File: src/rtl/pc_unit_pkg.sv
// Shared encodings for the program-counter unit: next-PC select codes and
// the 2-bit control state encoding.
package pc_unit_pkg;

    // next-PC source select
    localparam logic [1:0] PC_SEL_SEQ = 2'b00;
    localparam logic [1:0] PC_SEL_BR  = 2'b01;
    localparam logic [1:0] PC_SEL_J   = 2'b10;
    localparam logic [1:0] PC_SEL_JR  = 2'b11;

    // control states
    localparam logic [1:0] ST_RUN  = 2'b00;
    localparam logic [1:0] ST_HALT = 2'b01;
    localparam logic [1:0] ST_TRAP = 2'b10;

endpackage : pc_unit_pkg

File: src/rtl/pc_next_calc.sv
// Combinational next-PC generator: sequential, branch, jump and
// jump-register targets, plus a misalignment flag for jump-register.
module pc_next_calc
    import pc_unit_pkg::*;
#(
    parameter int WIDTH = 32
) (
    input  logic [WIDTH-1:0] pc,
    input  logic [1:0]       pc_sel,
    input  logic             branch_taken,
    input  logic [15:0]      branch_off,
    input  logic [25:0]      jump_index,
    input  logic [WIDTH-1:0] jr_target,
    output logic [WIDTH-1:0] pc_plus4,
    output logic [WIDTH-1:0] next_pc,
    output logic             misaligned
);

    logic [WIDTH-1:0] br_off_ext;
    logic [WIDTH-1:0] br_target;
    logic [WIDTH-1:0] j_target;

    // All arithmetic wraps modulo 2^WIDTH by truncation.
    assign pc_plus4   = pc + WIDTH'(4);
    // Word offset: sign-extend imm16 and scale by 4.
    assign br_off_ext = {{(WIDTH-18){branch_off[15]}}, branch_off, 2'b00};
    assign br_target  = pc_plus4 + br_off_ext;
    // J-type keeps the upper region bits of pc+4.
    assign j_target   = {pc_plus4[WIDTH-1:28], jump_index, 2'b00};

    // Select the next PC; only a register target can be misaligned.
    always_comb begin
        next_pc    = pc_plus4;
        misaligned = 1'b0;
        case (pc_sel)
            PC_SEL_SEQ: next_pc = pc_plus4;
            PC_SEL_BR:  next_pc = branch_taken ? br_target : pc_plus4;
            PC_SEL_J:   next_pc = j_target;
            PC_SEL_JR: begin
                next_pc    = jr_target;
                misaligned = |jr_target[1:0];
            end
            default:    next_pc = pc_plus4;
        endcase
    end

endmodule : pc_next_calc

File: src/rtl/pc_unit.sv
// Program-counter unit: PC register, RUN/HALT/TRAP control, exception PC
// capture and a counter of PC updates performed while running.
module pc_unit
    import pc_unit_pkg::*;
#(
    parameter int          WIDTH        = 32,
    parameter logic [31:0] RESET_VECTOR = 32'h0000_0000,
    parameter logic [31:0] TRAP_VECTOR  = 32'h8000_0180,
    parameter int          CNT_W        = 32
) (
    input  logic             clk,
    input  logic             rst,
    input  logic             en,
    input  logic [1:0]       pc_sel,
    input  logic             branch_taken,
    input  logic [15:0]      branch_off,
    input  logic [25:0]      jump_index,
    input  logic [WIDTH-1:0] jr_target,
    input  logic             halt,
    input  logic             resume,
    output logic [WIDTH-1:0] pc,
    output logic [WIDTH-1:0] pc_plus4,
    output logic             pc_valid,
    output logic             trap,
    output logic [WIDTH-1:0] epc,
    output logic [CNT_W-1:0] upd_count
);

    localparam logic [WIDTH-1:0] RST_PC  = WIDTH'(RESET_VECTOR);
    localparam logic [WIDTH-1:0] TRAP_PC = WIDTH'(TRAP_VECTOR);

    logic [1:0]       state_q, state_d;
    logic [WIDTH-1:0] pc_q, pc_d;
    logic [WIDTH-1:0] epc_q, epc_d;
    logic [CNT_W-1:0] cnt_q, cnt_d;

    logic [WIDTH-1:0] next_pc;
    logic             misaligned;

    pc_next_calc #(
        .WIDTH (WIDTH)
    ) u_next (
        .pc           (pc_q),
        .pc_sel       (pc_sel),
        .branch_taken (branch_taken),
        .branch_off   (branch_off),
        .jump_index   (jump_index),
        .jr_target    (jr_target),
        .pc_plus4     (pc_plus4),
        .next_pc      (next_pc),
        .misaligned   (misaligned)
    );

    // Control FSM: in RUN, halt beats en; TRAP is a single-cycle detour.
    always_comb begin
        state_d = state_q;
        pc_d    = pc_q;
        epc_d   = epc_q;
        cnt_d   = cnt_q;
        case (state_q)
            ST_RUN: begin
                if (halt) begin
                    state_d = ST_HALT;
                end else if (en) begin
                    if (misaligned) begin
                        state_d = ST_TRAP;
                        pc_d    = TRAP_PC;
                        epc_d   = pc_q;
                    end else begin
                        pc_d  = next_pc;
                        cnt_d = cnt_q + CNT_W'(1);
                    end
                end
            end
            ST_TRAP: state_d = ST_RUN;
            ST_HALT: begin
                // A still-asserted halt keeps us parked even with resume.
                if (resume && !halt) state_d = ST_RUN;
            end
            default: state_d = ST_RUN;
        endcase
    end

    // State registers; synchronous reset overrides everything.
    always_ff @(posedge clk) begin
        if (rst) begin
            state_q <= ST_RUN;
            pc_q    <= RST_PC;
            epc_q   <= '0;
            cnt_q   <= '0;
        end else begin
            state_q <= state_d;
            pc_q    <= pc_d;
            epc_q   <= epc_d;
            cnt_q   <= cnt_d;
        end
    end

    assign pc        = pc_q;
    assign epc       = epc_q;
    assign upd_count = cnt_q;
    assign pc_valid  = (state_q == ST_RUN);
    assign trap      = (state_q == ST_TRAP);

endmodule : pc_unit

File: config.mk
export PLATFORM = sky130hd
export DESIGN_NAME = pc_unit
export DESIGN_NICKNAME = d
export VERILOG_FILES = /design/src/rtl/pc_unit_pkg.sv /design/src/rtl/pc_next_calc.sv /design/src/rtl/pc_unit.sv
export SDC_FILE = /design/constraint.sdc
export NUM_CORES = 1
export LEC_CHECK = 0
export ABC_AREA = 1
export ABC_CLOCK_PERIOD_IN_PS = 4270
export CORE_ASPECT_RATIO = 0.9
export CORE_MARGIN = 2
export CORE_UTILIZATION = 43
export DETAILED_ROUTE_END_ITERATION = 10
export GPL_ROUTABILITY_DRIVEN = 0
export PLACE_DENSITY_LB_ADDON = 0.1
export SLEW_MARGIN = 30
export SYNTH_ARGS = -nofsm -noshare
export SYNTH_HDL_FRONTEND = slang
export SYNTH_SLANG_ARGS = --single-unit
File: constraint.sdc
create_clock -name clk -period 4.27 [get_ports clk]
set_input_delay 0.854 -clock clk [delete_from_list [all_inputs] [get_ports clk]]
set_output_delay 0.854 -clock clk [all_outputs]
set_load 0.01 [all_outputs]
==> results of run 1 <==
## metrics by stage
stage | util | cells
after floorplan | - | 1358
after detailed placement | 0.5623 | 1787
after global routing | 0.5777 | 1803
final | 0.5777 | 1803
after CTS | 0.5777 | 1803
after global placement | 0.5623 | 1787
## per-layer routing
metal | vias up | wire length, µm
li1 | 4681 | -
met1 | 4233 | 13300
met2 | 498 | 11800
met3 | 34 | 3417
met4 | 0 | 476
met5 | - | 0
## worst max-delay path: cells and delay by family, from the launching register on
kind                     cells  cell delay, ps
buffers and inverters        2             790
XOR/XNOR                     1             430
adder cells (fa/ha/maj)      1             210
AND/OR/NAND/NOR              6             800
flip-flops                   1             440
## cells by family (layout without fill, tap and decap cells)
kind of cell	count (synthesis)	count (layout)	share of synthesized area
DFF	98	98	0.2478
AOI/OAI and AO/OA	180	180	0.1245
and+or+nand+nor	778	778	0.4181
adders and majority gates	36	36	0.05784
xor gates and xnor gates	35	35	0.03966
buffers and inverters	231	431	0.1120
## cell usage in the layout (no fill, tap or decap), types with 2 or more instances in the layout
master / n
o21ai_0: 62
inv_2: 3
xnor2_1: 11
nor3_2: 2
nor3b_1: 3
xor2_1: 23
a22o_1: 9
nand3_1: 81
o211ai_1: 6
nor2_1: 158
a21oi_1: 89
ha_1: 35
nand3_2: 2
dfxtp_1: 98
nand4_1: 22
nand2_1: 443
clkinv_4: 2
buf_4: 10
nor2_4: 12
o2111ai_1: 3
inv_1: 191
o21a_1: 2
clkdlybuf4s50_1: 210
nand3b_1: 6
or2_2: 4
nand2_2: 8
nor3_1: 28
and2_1: 3
clkbuf_16: 9
o21bai_1: 4
nor2_2: 6
## how the worst max path moves through the flow
| stage | start | slack (ps) | end | cells after the start |
|---|---|---|---|---|
| floorplan | pc[3] | 1360 | pc[29] | 19 |
| global placement | branch_off[15] | 720 | pc[24] | 13 |
| detailed placement | branch_off[15] | 690 | pc[23] | 13 |
| CTS | pc[3] | 490 | pc_plus4[28] | 10 |
| global route | pc[3] | 200 | pc[24] | 20 |
| finish | pc[3] | 410 | pc_plus4[28] | 10 |
## area by class of cell
| class | instances | area share |
|---|---|---|
| Sequential cell | 98 | 0.1863 |
| Timing Repair Buffer | 221 | 0.2072 |
| Tap cell | 245 | 0.02911 |
| Clock buffer | 11 | 0.02305 |
| Clock inverter | 5 | 0.003683 |
| Inverter | 194 | 0.06915 |
| Multi-Input combinational cell | 1029 | 0.4815 |
## power by group
group | switching [mW] | internal (mW) | total, mW
Combinational | 0.316 | 0.233 | 0.549
Clock | 0.371 | 0.415 | 0.786
Sequential | 0.0283 | 0.935 | 0.963
Total | 0.715 | 1.58 | 2.30
## state kept, by name, summed over array words and instances (netlist names)
signal	flops
epc	32
pc	32
state_q	2
upd_count	32
==> results.json, run 1 <==
{
  "p_per_area_mw_per_mm2": 218.2,
  "worstPathMaxFanout": 6,
  "grt_pass1_vias": 8344,
  "path_clk_slew_ps": 70,
  "fmax_mhz": 258.8,
  "tightest_slew_ps": 768.7,
  "setup_viol": 0,
  "drive_gt1_frac": 0.04108,
  "track_usage": 0.2919,
  "design_area_mm2": 0.01053,
  "synth_top_area_cell": "dfxtp_1",
  "cpMaxStageDelayCell": "clkdlybuf4s50_1",
  "cts.sinks": 98,
  "grtUsageMet1": 0.4358,
  "path_class": "flop to output port",
  "cts_hold_buf": 0,
  "post_dp_cell_area_mm2": 0.01025,
  "drt_iter0_drc": 776,
  "antenna_cells": 0,
  "vias": 9446,
  "grt_pass1_wl_mm": 45.28,
  "hold_viol_final": 0,
  "cp_cell_sequence": "ha_1, nand2_1, nor2_4, nand2_2, inv_1, nand3_2, nor2_4, nand2_1, xor2_1, clkdlybuf4s50_1",
  "hold-path-endpoint": "pc[0]",
  "seq_area_mm2": 0.001962,
  "rr_startpoint": "pc[3]",
  "wl_per_cell_um": 16.08,
  "synth-async-reset-ratio": 0,
  "netlist_instances": 1358,
  "avgSynthCellArea_um2": 5.830,
  "wirelength_mm": 28.99,
  "finalCriticalPeriod_ps": 3865,
  "rsz0062_at_grt": "no",
  "relSlewSlack": 0.4859,
  "grt_max_degree": 55,
  "finalWorstSetupSlack_ps": 405.5,
  "r2r_end": "pc[29]",
  "cp-end-kind": "output port",
  "cp.arrival_ps": 3010,
  "dpl_worst_slack_ps": 692.6,
  "use_met2": 0.4223,
  "hold_class": "flop to flop",
  "ys_types": 38,
  "fillers": 1836,
  "insertion_delay_ps": 340,
  "io_pins": 212,
  "fin_skew_ps": 10.01,
  "fin_nets": 1671,
  "multi_input_area_mm2": 0.005071,
  "crit_required_ps": 3420,
  "grt-busiest-layer": "met1",
  "worstSetupStartpointType": "flop",
  "power_mw": 2.298,
  "h-tree-depth": 3,
  "slowest_delay_ps": 640,
  "tns_ps": 0,
  "dpl.hpwl_mm": 23.22,
  "die_x_um": 147.0,
  "ys_seq_elements": 98,
  "synth_most_common_cell": "nand2_1",
  "synth.cell_area_mm2": 0.007918,
  "core_area_mm2": 0.01823,
  "use_met3": 0.07586,
  "num_rows": 47,
  "dieHeight_um": 132.7,
  "ys_seq_area_frac": 0.2478,
  "viasPerCell": 5.239,
  "first_pass_iters": 6,
  "maxCapViolCount": 0,
  "die_area_mm2": 0.01952,
  "ys_warn_count": 0,
  "hold_ws_ps": 494.2,
  "ant_nets": 0,
  "antenna_found_initial": 0,
  "postSynthNetCount": 1476,
  "cts_resized": 0,
  "r2r_slack_ps": 510,
  "syn2layout_area_growth_pct": 33.01,
  "cts_setup_buffers": 0,
  "synth_edf_count": 0,
  "ys_top_cells_by_area": "dfxtp_1 25%, nand2_1 21%, inv_1 9.1%",
  "ctsLongestPathBuffers": 2,
  "ir_drop_uv": 192.5,
  "drc_errors": 0,
  "numCtsBuffers": 9,
  "clock_tree.root_cell": "clkbuf_16",
  "period_share": 0.9050,
  "initial_core_util": 0.4343,
  "synth_common_cells": "443 x nand2_1, 192 x inv_1, 159 x nor2_1",
  "grt_overflow": 0,
  "outcome": "complete, no violations",
  "port_buffers": 211,
  "p_leak_nw": 4.659,
  "slew_violations": 0,
  "cts_tree": "yes",
  "synthFlopType": "dfxtp_1",
  "yosysTopAreaCellShare": 0.2478,
  "r2r_cells": 20,
  "whs_path_depth": 2,
  "min-delay-start": "pc[0]"
}
(Power assumes the default switching activity.)
==> run 2: changes to the inputs <==
- CAP_MARGIN: not set -> 20
==> results of run 2 <==
The final DEF is identical to that of run 1; final timing and power are the same.
